**src/rtl/pipe_ctrl_chain_pkg.sv**
```systemverilog
// Shared control-bundle layout for the decode-to-writeback control pipeline.
// Field order matches the decoder output word, ALUControl in the low bits.
package pipe_pkg;

    localparam int CTRL_W = 13;

    localparam int ALU_CTRL_LSB   = 0;
    localparam int ALU_CTRL_W     = 5;
    localparam int RESULT_SRC_LSB = 5;
    localparam int RESULT_SRC_W   = 2;
    localparam int ALU_SRC_B_LSB  = 7;
    localparam int ALU_SRC_B_W    = 1;
    localparam int ALU_SRC_A_LSB  = 8;
    localparam int ALU_SRC_A_W    = 1;
    localparam int BRANCH_LSB     = 9;
    localparam int BRANCH_W       = 1;
    localparam int JUMP_LSB       = 10;
    localparam int JUMP_W         = 1;
    localparam int MEM_WRITE_LSB  = 11;
    localparam int MEM_WRITE_W    = 1;
    localparam int REG_WRITE_LSB  = 12;
    localparam int REG_WRITE_W    = 1;

    typedef struct packed {
        logic       reg_write;
        logic       mem_write;
        logic       jump;
        logic       branch;
        logic       alu_src_a;
        logic       alu_src_b;
        logic [1:0] result_src;
        logic [4:0] alu_control;
    } ctrl_t;

    localparam ctrl_t CTRL_NOP = '0;

endpackage

```
**src/rtl/pipe_ctrl_chain_if.sv**
```systemverilog
// Handshake/bus bundle between the hazard unit/decoder (master) and the control chain (slave).
interface pipe_ctrl_chain_if #(
    parameter int WIDTH = 13,
    parameter int DEPTH = 1,
    parameter int CNT_W = 16
);
    logic [DEPTH-1:0] en;
    logic [DEPTH-1:0] clr;
    logic             in_valid;
    logic [WIDTH-1:0] in_ctrl;
    logic             cnt_clr;
    logic             out_valid;
    logic [WIDTH-1:0] out_ctrl;
    logic [DEPTH-1:0] stage_valid;
    logic             overrun;
    logic [CNT_W-1:0] bubble_cnt;
    logic [CNT_W-1:0] flush_cnt;

    modport master (
        output en, clr, in_valid, in_ctrl, cnt_clr,
        input  out_valid, out_ctrl, stage_valid, overrun, bubble_cnt, flush_cnt
    );

    modport slave (
        input  en, clr, in_valid, in_ctrl, cnt_clr,
        output out_valid, out_ctrl, stage_valid, overrun, bubble_cnt, flush_cnt
    );
endinterface

```
**src/rtl/pipe_ctrl_chain_slice.sv**
```systemverilog
// One control-register stage: flush beats stall beats load; loads a bubble when upstream is stalled.
// Stage 0 ties up_en_i high so it always takes the decoder bundle when enabled.
module pipe_ctrl_slice #(
    parameter int               WIDTH   = 13,
    parameter logic [WIDTH-1:0] RST_VAL = '0
) (
    input  logic             clk,
    input  logic             rst_n,
    input  logic             en_i,
    input  logic             clr_i,
    input  logic             up_en_i,
    input  logic             up_valid_i,
    input  logic [WIDTH-1:0] up_ctrl_i,
    output logic             valid_o,
    output logic [WIDTH-1:0] ctrl_o
);
    logic [WIDTH-1:0] ctrl_q;
    logic             valid_q;

    always_ff @(posedge clk or negedge rst_n) begin
        if (!rst_n) begin
            ctrl_q  <= RST_VAL;
            valid_q <= 1'b0;
        end else if (clr_i) begin
            ctrl_q  <= RST_VAL;
            valid_q <= 1'b0;
        end else if (en_i) begin
            // A stalled upstream keeps its entry, so take a bubble instead of a copy.
            if (up_en_i) begin
                ctrl_q  <= up_ctrl_i;
                valid_q <= up_valid_i;
            end else begin
                ctrl_q  <= RST_VAL;
                valid_q <= 1'b0;
            end
        end
    end

    assign valid_o = valid_q;
    assign ctrl_o  = ctrl_q;
endmodule

```
**src/rtl/pipe_ctrl_chain.sv**
```systemverilog
// DEPTH-stage control register chain with per-stage stall/flush, sticky overrun flag and
// saturating bubble/flush performance counters. All outputs come straight from registers.
module pipe_ctrl_chain
    import pipe_pkg::*;
#(
    parameter int               WIDTH   = CTRL_W,
    parameter int               DEPTH   = 1,
    parameter logic [WIDTH-1:0] RST_VAL = WIDTH'(CTRL_NOP),
    parameter int               CNT_W   = 16
) (
    input  logic               clk,
    input  logic               rst_n,
    pipe_ctrl_chain_if.slave   bus
);
    // Wide enough for counter + popcount of up to 8 stages without overflow.
    localparam int SUM_W = ((CNT_W > 4) ? CNT_W : 4) + 1;
    localparam logic [SUM_W-1:0] CNT_MAX = SUM_W'({CNT_W{1'b1}});

    logic [WIDTH-1:0] ctrl_q [DEPTH];
    logic [DEPTH-1:0] valid_q;

    for (genvar g = 0; g < DEPTH; g++) begin : g_stage
        logic             up_en;
        logic             up_valid;
        logic [WIDTH-1:0] up_ctrl;

        if (g == 0) begin : g_head
            assign up_en    = 1'b1;
            assign up_valid = bus.in_valid;
            assign up_ctrl  = bus.in_ctrl;
        end else begin : g_body
            assign up_en    = bus.en[g-1];
            assign up_valid = valid_q[g-1];
            assign up_ctrl  = ctrl_q[g-1];
        end

        pipe_ctrl_slice #(
            .WIDTH   (WIDTH),
            .RST_VAL (RST_VAL)
        ) u_slice (
            .clk        (clk),
            .rst_n      (rst_n),
            .en_i       (bus.en[g]),
            .clr_i      (bus.clr[g]),
            .up_en_i    (up_en),
            .up_valid_i (up_valid),
            .up_ctrl_i  (up_ctrl),
            .valid_o    (valid_q[g]),
            .ctrl_o     (ctrl_q[g])
        );
    end

    logic             overrun_q, overrun_d;
    logic [CNT_W-1:0] bubble_q, bubble_d;
    logic [CNT_W-1:0] flush_q, flush_d;
    logic             ovr_hit;
    logic [3:0]       flush_inc;
    logic [SUM_W-1:0] flush_sum;

    always_comb begin
        ovr_hit   = 1'b0;
        flush_inc = 4'd0;
        for (int i = 1; i < DEPTH; i++) begin
            // Upstream moves a live entry into a held stage: that entry is overwritten.
            if (!bus.en[i] && !bus.clr[i] && bus.en[i-1] && !bus.clr[i-1] && valid_q[i-1])
                ovr_hit = 1'b1;
        end
        for (int i = 0; i < DEPTH; i++)
            flush_inc = flush_inc + {3'd0, bus.clr[i] & valid_q[i]};
    end

    always_comb begin
        overrun_d = overrun_q | ovr_hit;
        flush_sum = SUM_W'(flush_q) + SUM_W'(flush_inc);
        bubble_d  = bubble_q;
        flush_d   = flush_q;
        if (bus.cnt_clr) begin
            bubble_d = '0;
            flush_d  = '0;
        end else begin
            if (!valid_q[DEPTH-1] && (bubble_q != {CNT_W{1'b1}}))
                bubble_d = bubble_q + 1'b1;
            flush_d = (flush_sum > CNT_MAX) ? {CNT_W{1'b1}} : flush_sum[CNT_W-1:0];
        end
    end

    always_ff @(posedge clk or negedge rst_n) begin
        if (!rst_n) begin
            overrun_q <= 1'b0;
            bubble_q  <= '0;
            flush_q   <= '0;
        end else begin
            overrun_q <= overrun_d;
            bubble_q  <= bubble_d;
            flush_q   <= flush_d;
        end
    end

    assign bus.out_valid   = valid_q[DEPTH-1];
    assign bus.out_ctrl    = ctrl_q[DEPTH-1];
    assign bus.stage_valid = valid_q;
    assign bus.overrun     = overrun_q;
    assign bus.bubble_cnt  = bubble_q;
    assign bus.flush_cnt   = flush_q;
endmodule

```
**src/flat_wrapper.sv**
```systemverilog
// flat-port wrapper written by rule: the top's interface ports become plain ports
module pipe_ctrl_chain_flat import pipe_pkg::*;
#(
    parameter int               WIDTH   = CTRL_W,
    parameter int               DEPTH   = 1,
    parameter logic [WIDTH-1:0] RST_VAL = WIDTH'(CTRL_NOP),
    parameter int               CNT_W   = 16
)
  (clk, rst_n, bus_en, bus_clr, bus_in_valid, bus_in_ctrl, bus_cnt_clr, bus_out_valid, bus_out_ctrl, bus_stage_valid, bus_overrun, bus_bubble_cnt, bus_flush_cnt);
  pipe_ctrl_chain_if #(.WIDTH(WIDTH), .DEPTH(DEPTH), .CNT_W(CNT_W)) bus_i ();
  input  logic clk;
  input  logic rst_n;
  input wire logic [$bits(bus_i.en)-1:0] bus_en;
  input wire logic [$bits(bus_i.clr)-1:0] bus_clr;
  input wire logic [$bits(bus_i.in_valid)-1:0] bus_in_valid;
  input wire logic [$bits(bus_i.in_ctrl)-1:0] bus_in_ctrl;
  input wire logic [$bits(bus_i.cnt_clr)-1:0] bus_cnt_clr;
  output wire logic [$bits(bus_i.out_valid)-1:0] bus_out_valid;
  output wire logic [$bits(bus_i.out_ctrl)-1:0] bus_out_ctrl;
  output wire logic [$bits(bus_i.stage_valid)-1:0] bus_stage_valid;
  output wire logic [$bits(bus_i.overrun)-1:0] bus_overrun;
  output wire logic [$bits(bus_i.bubble_cnt)-1:0] bus_bubble_cnt;
  output wire logic [$bits(bus_i.flush_cnt)-1:0] bus_flush_cnt;
  assign bus_i.en = bus_en;
  assign bus_i.clr = bus_clr;
  assign bus_i.in_valid = bus_in_valid;
  assign bus_i.in_ctrl = bus_in_ctrl;
  assign bus_i.cnt_clr = bus_cnt_clr;
  assign bus_out_valid = bus_i.out_valid;
  assign bus_out_ctrl = bus_i.out_ctrl;
  assign bus_stage_valid = bus_i.stage_valid;
  assign bus_overrun = bus_i.overrun;
  assign bus_bubble_cnt = bus_i.bubble_cnt;
  assign bus_flush_cnt = bus_i.flush_cnt;
  pipe_ctrl_chain #(.WIDTH(WIDTH), .DEPTH(DEPTH), .RST_VAL(RST_VAL), .CNT_W(CNT_W)) u_core (.clk(clk), .rst_n(rst_n), .bus(bus_i));
endmodule
```
**config.mk**
```make
export PLATFORM = sky130hd
export DESIGN_NAME = pipe_ctrl_chain_flat
export DESIGN_NICKNAME = d
export VERILOG_FILES = /design/src/rtl/pipe_ctrl_chain_pkg.sv /design/src/rtl/pipe_ctrl_chain_if.sv /design/src/rtl/pipe_ctrl_chain_slice.sv /design/src/rtl/pipe_ctrl_chain.sv /design/src/flat_wrapper.sv
export SDC_FILE = /design/constraint.sdc
export NUM_CORES = 1
export LEC_CHECK = 0
export CAP_MARGIN = 40
export CELL_PAD_IN_SITES_DETAIL_PLACEMENT = 0
export CELL_PAD_IN_SITES_GLOBAL_PLACEMENT = 1
export CORE_MARGIN = 3
export CORE_UTILIZATION = 40
export CTS_BUF_LIST = sky130_fd_sc_hd__clkbuf_8
export CTS_CLUSTER_SIZE = 12
export DETAILED_ROUTE_END_ITERATION = 8
export PLACE_DENSITY = 0.95
export RECOVER_POWER = 100
export SYNTH_ARGS = -nofsm -noshare
export SYNTH_HDL_FRONTEND = slang
export SYNTH_SLANG_ARGS = --single-unit
```
**constraint.sdc**
```tcl
create_clock -name clk -period 2.9 [get_ports clk]
set_input_delay 0.435 -clock clk [delete_from_list [all_inputs] [get_ports clk]]
set_output_delay 0.435 -clock clk [all_outputs]
set_load 0.01 [all_outputs]
```
After elaboration in Yosys (flattened, before gate mapping)
Cells that the tools add are included.

Add/sub/neg operators: 2. $lt $le $gt $ge: 1. Equality and inequality tests: 1. Multiplexer cells: 8. Bitwise gates (word level): 1. Reduce and logical (&&, ||, !) cells: 4.

Operators with widths (count): 2-to-1 mux 16 bit (4); 2-to-1 mux 13 bit (2); adder 16 x 1 -> 17 bit (1); > comparator 17 x 16 -> 1 bit (second input constant) (1); adder 16 x 1 -> 16 bit (second input constant) (1); inequality test 16 bit (second input constant) (1); nonzero test 2 bit (2); 2-to-1 mux 1 bit (2); bitwise AND 1 bit (1); logical AND 1 bit (1); logical NOT 1 bit (1).

Bits in registers: 46. Input bits: 19. Word-level logic and storage cells: 21.

Longest topological paths before layout
Depth in word-level cells: 5. Depth in mapped cells: 7.

Cells and area by module
A second synthesis with hierarchy kept.

Cell total of the unflattened synthesis: 229. Area total of the unflattened synthesis: 2336.0 sq um.

Modules (own cells, without submodules): pipe_ctrl_chain (instances 1, cells an instance 194, area each 1794.2 sq um, seq. area each 800.8 sq um); pipe_ctrl_slice (instances 1, cells an instance 35, area each 541.8 sq um, seq. area each 350.3 sq um).

Worst setup path before layout
No wires, ideal clock.

Path kind: reg2reg. Start: register u_core.g_stage[0].u_slice.valid_q. End: register u_core.flush_q[14] (netlist: u_core.bus.flush_cnt[14]). Library setup time: 0.126 ns. Data arrival time: 1.620 ns. Data required time: 2.774 ns. Path slack: 1.154 ns. Stages on the path, launching flop included: 7. Period minus slack after synthesis: 1.746 ns. Path through: dfrtp_1 > and2_1 > ha_1 > nand4_1 > nor2_2 > inv_1 > o311a_1.

Longest elaborated chain between the ends: 5.

Ends and longest elaborated chain: start, declared (line pipe_ctrl_chain_slice.sv:18) `logic valid_q;`; start signal, assigned (line pipe_ctrl_chain_slice.sv:31) `valid_q <= up_valid_i;`; bitwise AND 1 bit (*) (line pipe_ctrl_chain.sv:69) `flush_inc = flush_inc + {3'd0, bus.clr[i] & valid_q[i]};`; adder 16 x 1 -> 17 bit (*) (line pipe_ctrl_chain.sv:74) `flush_sum = SUM_W'(flush_q) + SUM_W'(flush_inc);`; > comparator 17 x 16 -> 1 bit (line pipe_ctrl_chain.sv:83) `flush_d = (flush_sum > CNT_MAX) ? {CNT_W{1'b1}} : flush_sum[CNT_W-1:0];`; 2-to-1 mux 16 bit (*) (line pipe_ctrl_chain.sv:83); 2-to-1 mux 16 bit (*) (line pipe_ctrl_chain.sv:77) `if (bus.cnt_clr) begin`; via u_core.flush_d[14] (line pipe_ctrl_chain.sv:55) `logic [CNT_W-1:0] flush_q, flush_d;`; end signal, assigned (line pipe_ctrl_chain.sv:95) `flush_q <= flush_d;`; end, declared (line pipe_ctrl_chain.sv:55).

Mark *: on every way through the listed nets, which the timed path passes. The rest lies on a longest branch. A chain may end at the register's enable or synchronous reset.

Final worst setup path
Start: input bus_clr. End: register u_core.flush_q[0] (netlist: u_core.bus.flush_cnt[0]).

Longest elaborated chain between the ends: 5.

Ends and longest elaborated chain: start, declared (line flat_wrapper.sv:14) `input wire logic [$bits(bus_i.clr)-1:0] bus_clr;`; bitwise AND 1 bit (*) (line pipe_ctrl_chain.sv:69); adder 16 x 1 -> 17 bit (*) (line pipe_ctrl_chain.sv:74); > comparator 17 x 16 -> 1 bit (line pipe_ctrl_chain.sv:83); 2-to-1 mux 16 bit (*) (line pipe_ctrl_chain.sv:83); 2-to-1 mux 16 bit (*) (line pipe_ctrl_chain.sv:77); via u_core.flush_d[0] (line pipe_ctrl_chain.sv:55).

Marks and branches as above.

==> flow_metrics.py <==
metrics = {
    "sta": {
        "timing.final.crit_share_pct": 84.71,
        "worst_pin_slew_ns": 1.438,
        "slew_violations": 0,
        "final.setup.tns_ns": 0,
        "rsz0062_at_grt": "false",
        "final.min_clock_period_ns": 2.457,
        "max_freq_mhz": 407.1,
        "hold_viol": 0,
        "relSlewSlack_pct": 4.132,
        "final.setup_skew_ns": 0.008703,
        "holdWs_ns": 0.4632,
        "setup_viol": 0,
    },
    "place": {
        "dp_hpwl_um": 3806,
        "port_buffers": 65,
        "dp_cells": 356,
        "gp_congestion": 0.7633,
    },
    "setup_path": {
        "r2r_end": "u_core.bus.flush_cnt[0]",
        "crit_fanout": 12,
        "timing.reg2reg.setup_slack_ns": 0.51,
        "r2r_cells": 6,
        "endpoint_kind": "register",
        "setup.worst_path.class": "input port to register",
        "reg2reg_from": "u_core.g_stage[0].u_slice.valid_o",
        "critPathArrivalTime_ns": 2.67,
        "start_kind": "input port",
        "required_ns": 3.12,
    },
    "final_layout": {
        "final_common_cell": "dlygate4sd3_1",
        "final_cell_mix": "dlygate4sd3_1 (48), dfrtp_1 (46), nor2_1 (26), a21oi_1 (22), mux2i_1 (17)",
        "layout-drive-gt1-share_pct": 6.507,
        "nets": 313,
        "final_core_util_pct": 55.87,
        "area_growth_pct": 33.89,
        "diodes": 0,
        "stdcell_count": 364,
    },
    "drt": {
        "post-route-drc-count": 0,
        "vias": 1944,
        "viasPerCell": 5.341,
        "wl_per_cell_um": 14.39,
        "dr.pass1.iters": 4,
        "wl_um": 5239,
        "drt_iter0_markers": 77,
        "antenna_left": 0,
    },
    "synth": {
        "syn-num-nets": 248,
        "synth_top_area_share_pct": 49.49,
        "netlist_instances": 226,
        "synthArstFlopShare_pct": 100.0,
        "yosysTopAreaCell": "dfrtp_1",
        "yosys_warnings": 0,
        "synth_area_mm2": 0.002326,
        "ys.flop_type": "dfrtp_1",
        "synth_area_leaders": "dfrtp_1 (49%), mux2i_1 (7.3%), a21oi_1 (4.7%), nor2_1 (4.0%), xnor2_1 (3.8%)",
        "synth-seq-cells": 46,
        "synth-edff-count": 0,
        "avgSynthCellArea_um2": 10.29,
        "ys_seq_area_share_pct": 49.49,
        "ys_types": 48,
    },
    "power": {
        "ir_worst_vdd_mv": 0.2772,
        "p_leak_nw": 1.436,
        "powerDensity_mw_per_mm2": 406.3,
    },
    "global_routing": {
        "grt_pass1_vias": 1921,
        "grt_antenna_before_repair": 0,
        "overflow": 0,
        "grt_pass1_wl_um": 8804,
        "track_usage_pct": 17.04,
        "grt_max_degree": 28,
    },
    "clocking": {
        "numCtsBuffers": 5,
        "clk_latency_ns": 0.30,
        "ctsHoldBuffers": 0,
        "post_cts_buffers": 0,
        "clk_path_buf_depth": 2,
        "cts.sink_count": 46,
        "clk_pin_slew_worst_paths_ns": 0.09,
        "cts_tree": "done",
        "cts-root-buf": "clkbuf_8",
        "postCtsResizedCells": 0,
        "htreeDepth": 2,
    },
    "floorplan": {
        "num_io_pins": 67,
        "fp-row-count": 27,
        "core_area_mm2": 0.005574,
        "start_util_pct": 41.73,
        "die_w_um": 82.26,
        "die_area_mm2": 0.006766,
        "die_h_um": 82.26,
    },
    "flow_run": {
        "maxCapViolations": 0,
    },
    "run_status": {
        "status": "finished, final reports clean",
    },
    "min_path": {
        "hp-class": "input port to async pin",
    },
}
## per-layer routing
layer  part of all wire (%)  wire length (um)  GRT usage [%]  up-vias
met2                     46              2393          27.40       51
met4                    1.6                82          6.478        0
met1                     46              2392          21.92      930
met5                      0                 0              0        -
li1                       -                 -              -      955
met3                    7.1               370          4.447        8
## layout make-up
cell class	count	area (um^2)
Timing Repair Buffer	68	663.1
Multi-Input combinational cell	161	1067
Inverter	9	33.78
Fill cell	503	2460
Tap cell	72	90.09
Clock buffer	5	68.82
Clock inverter	3	40.04
Sequential cell	46	1151
## cell usage after synthesis, drive strengths merged (2+ instances only)
cell type and instances:
dfrtp 46, nor2 26, a21oi 22, mux2i 17, nand2 10, nand4 10
xnor2 10, inv 9, nand3 8, nor3 8, and3 6, buf 5
or4 5, clkbuf 4, o31ai 4, ha 3, o21ai 3, a211oi 2
a31o 2, a31oi 2, and2 2, and4 2, o41ai 2
## where the power goes
| group | internal (mW) | switching, mW |
|---|---|---|
| clock | 0.254 | 0.211 |
| combinational | 0.0655 | 0.0642 |
| sequential | 0.657 | 0.0136 |
## critical path: stages
cell and delay [ns]:
clkdlybuf4s50_1 0.47, and2_0 0.17, ha_1 0.18, nand4_1 0.22, nor2_1 0.45, nand3_1 0.46
a21oi_1 0.29
## cells by family (layout without fill, tap and decap cells)
group                      after synthesis  count (layout)  synth area share (%)
DFF                                     46              46                 49.49
other                                    1               1                0.1612
xor gates and xnor gates                11              11                 4.142
muxes                                   18              18                 7.800
adders and majority gates                3               3                 1.614
and+or+nand+nor                         85              85                 21.09
AOI/OAI and AO/OA                       43              43                 11.83
buffers and inverters                   19              85                 3.873
## flip-flops by register name (all words and copies together), names as in the netlist
signal                          flops
u_core.bus.flush_cnt               16
u_core.bus.bubble_cnt              16
u_core.g_stage.u_slice.valid_o      1
u_core.g_stage.u_slice.ctrl_o      13
## stage by stage
| step | worst slack, ns | total power [mW] | area, um^2 |
|---|---|---|---|
| floorplan | 1.154 | 0.7408 | 2326 |
| global placement | 0.3732 | 0.8199 | 3020 |
| detailed placement | 0.2930 | 0.8280 | 3048 |
| CTS | 0.6127 | 1.304 | 3157 |
| global route | 0.2225 | 1.329 | 3114 |
| finish | 0.4434 | 1.265 | 3114 |
## how the worst max path moves through the flow
stage	startpoint	endpoint	slack (ns)	depth (start not counted)
6_report	bus_clr	u_core.bus.flush_cnt[0]	0.44	7
5_1_grt	bus_clr	u_core.bus.flush_cnt[0]	0.22	7
4_1_cts	bus_clr	u_core.bus.flush_cnt[0]	0.61	7
3_5_place_dp	bus_clr	u_core.bus.flush_cnt[0]	0.29	7
3_3_place_gp	bus_clr	u_core.bus.flush_cnt[0]	0.37	7
2_1_floorplan	u_core.g_stage[0].u_slice.valid_o	u_core.bus.flush_cnt[14]	1.15	6
(Power assumes the default switching activity.)
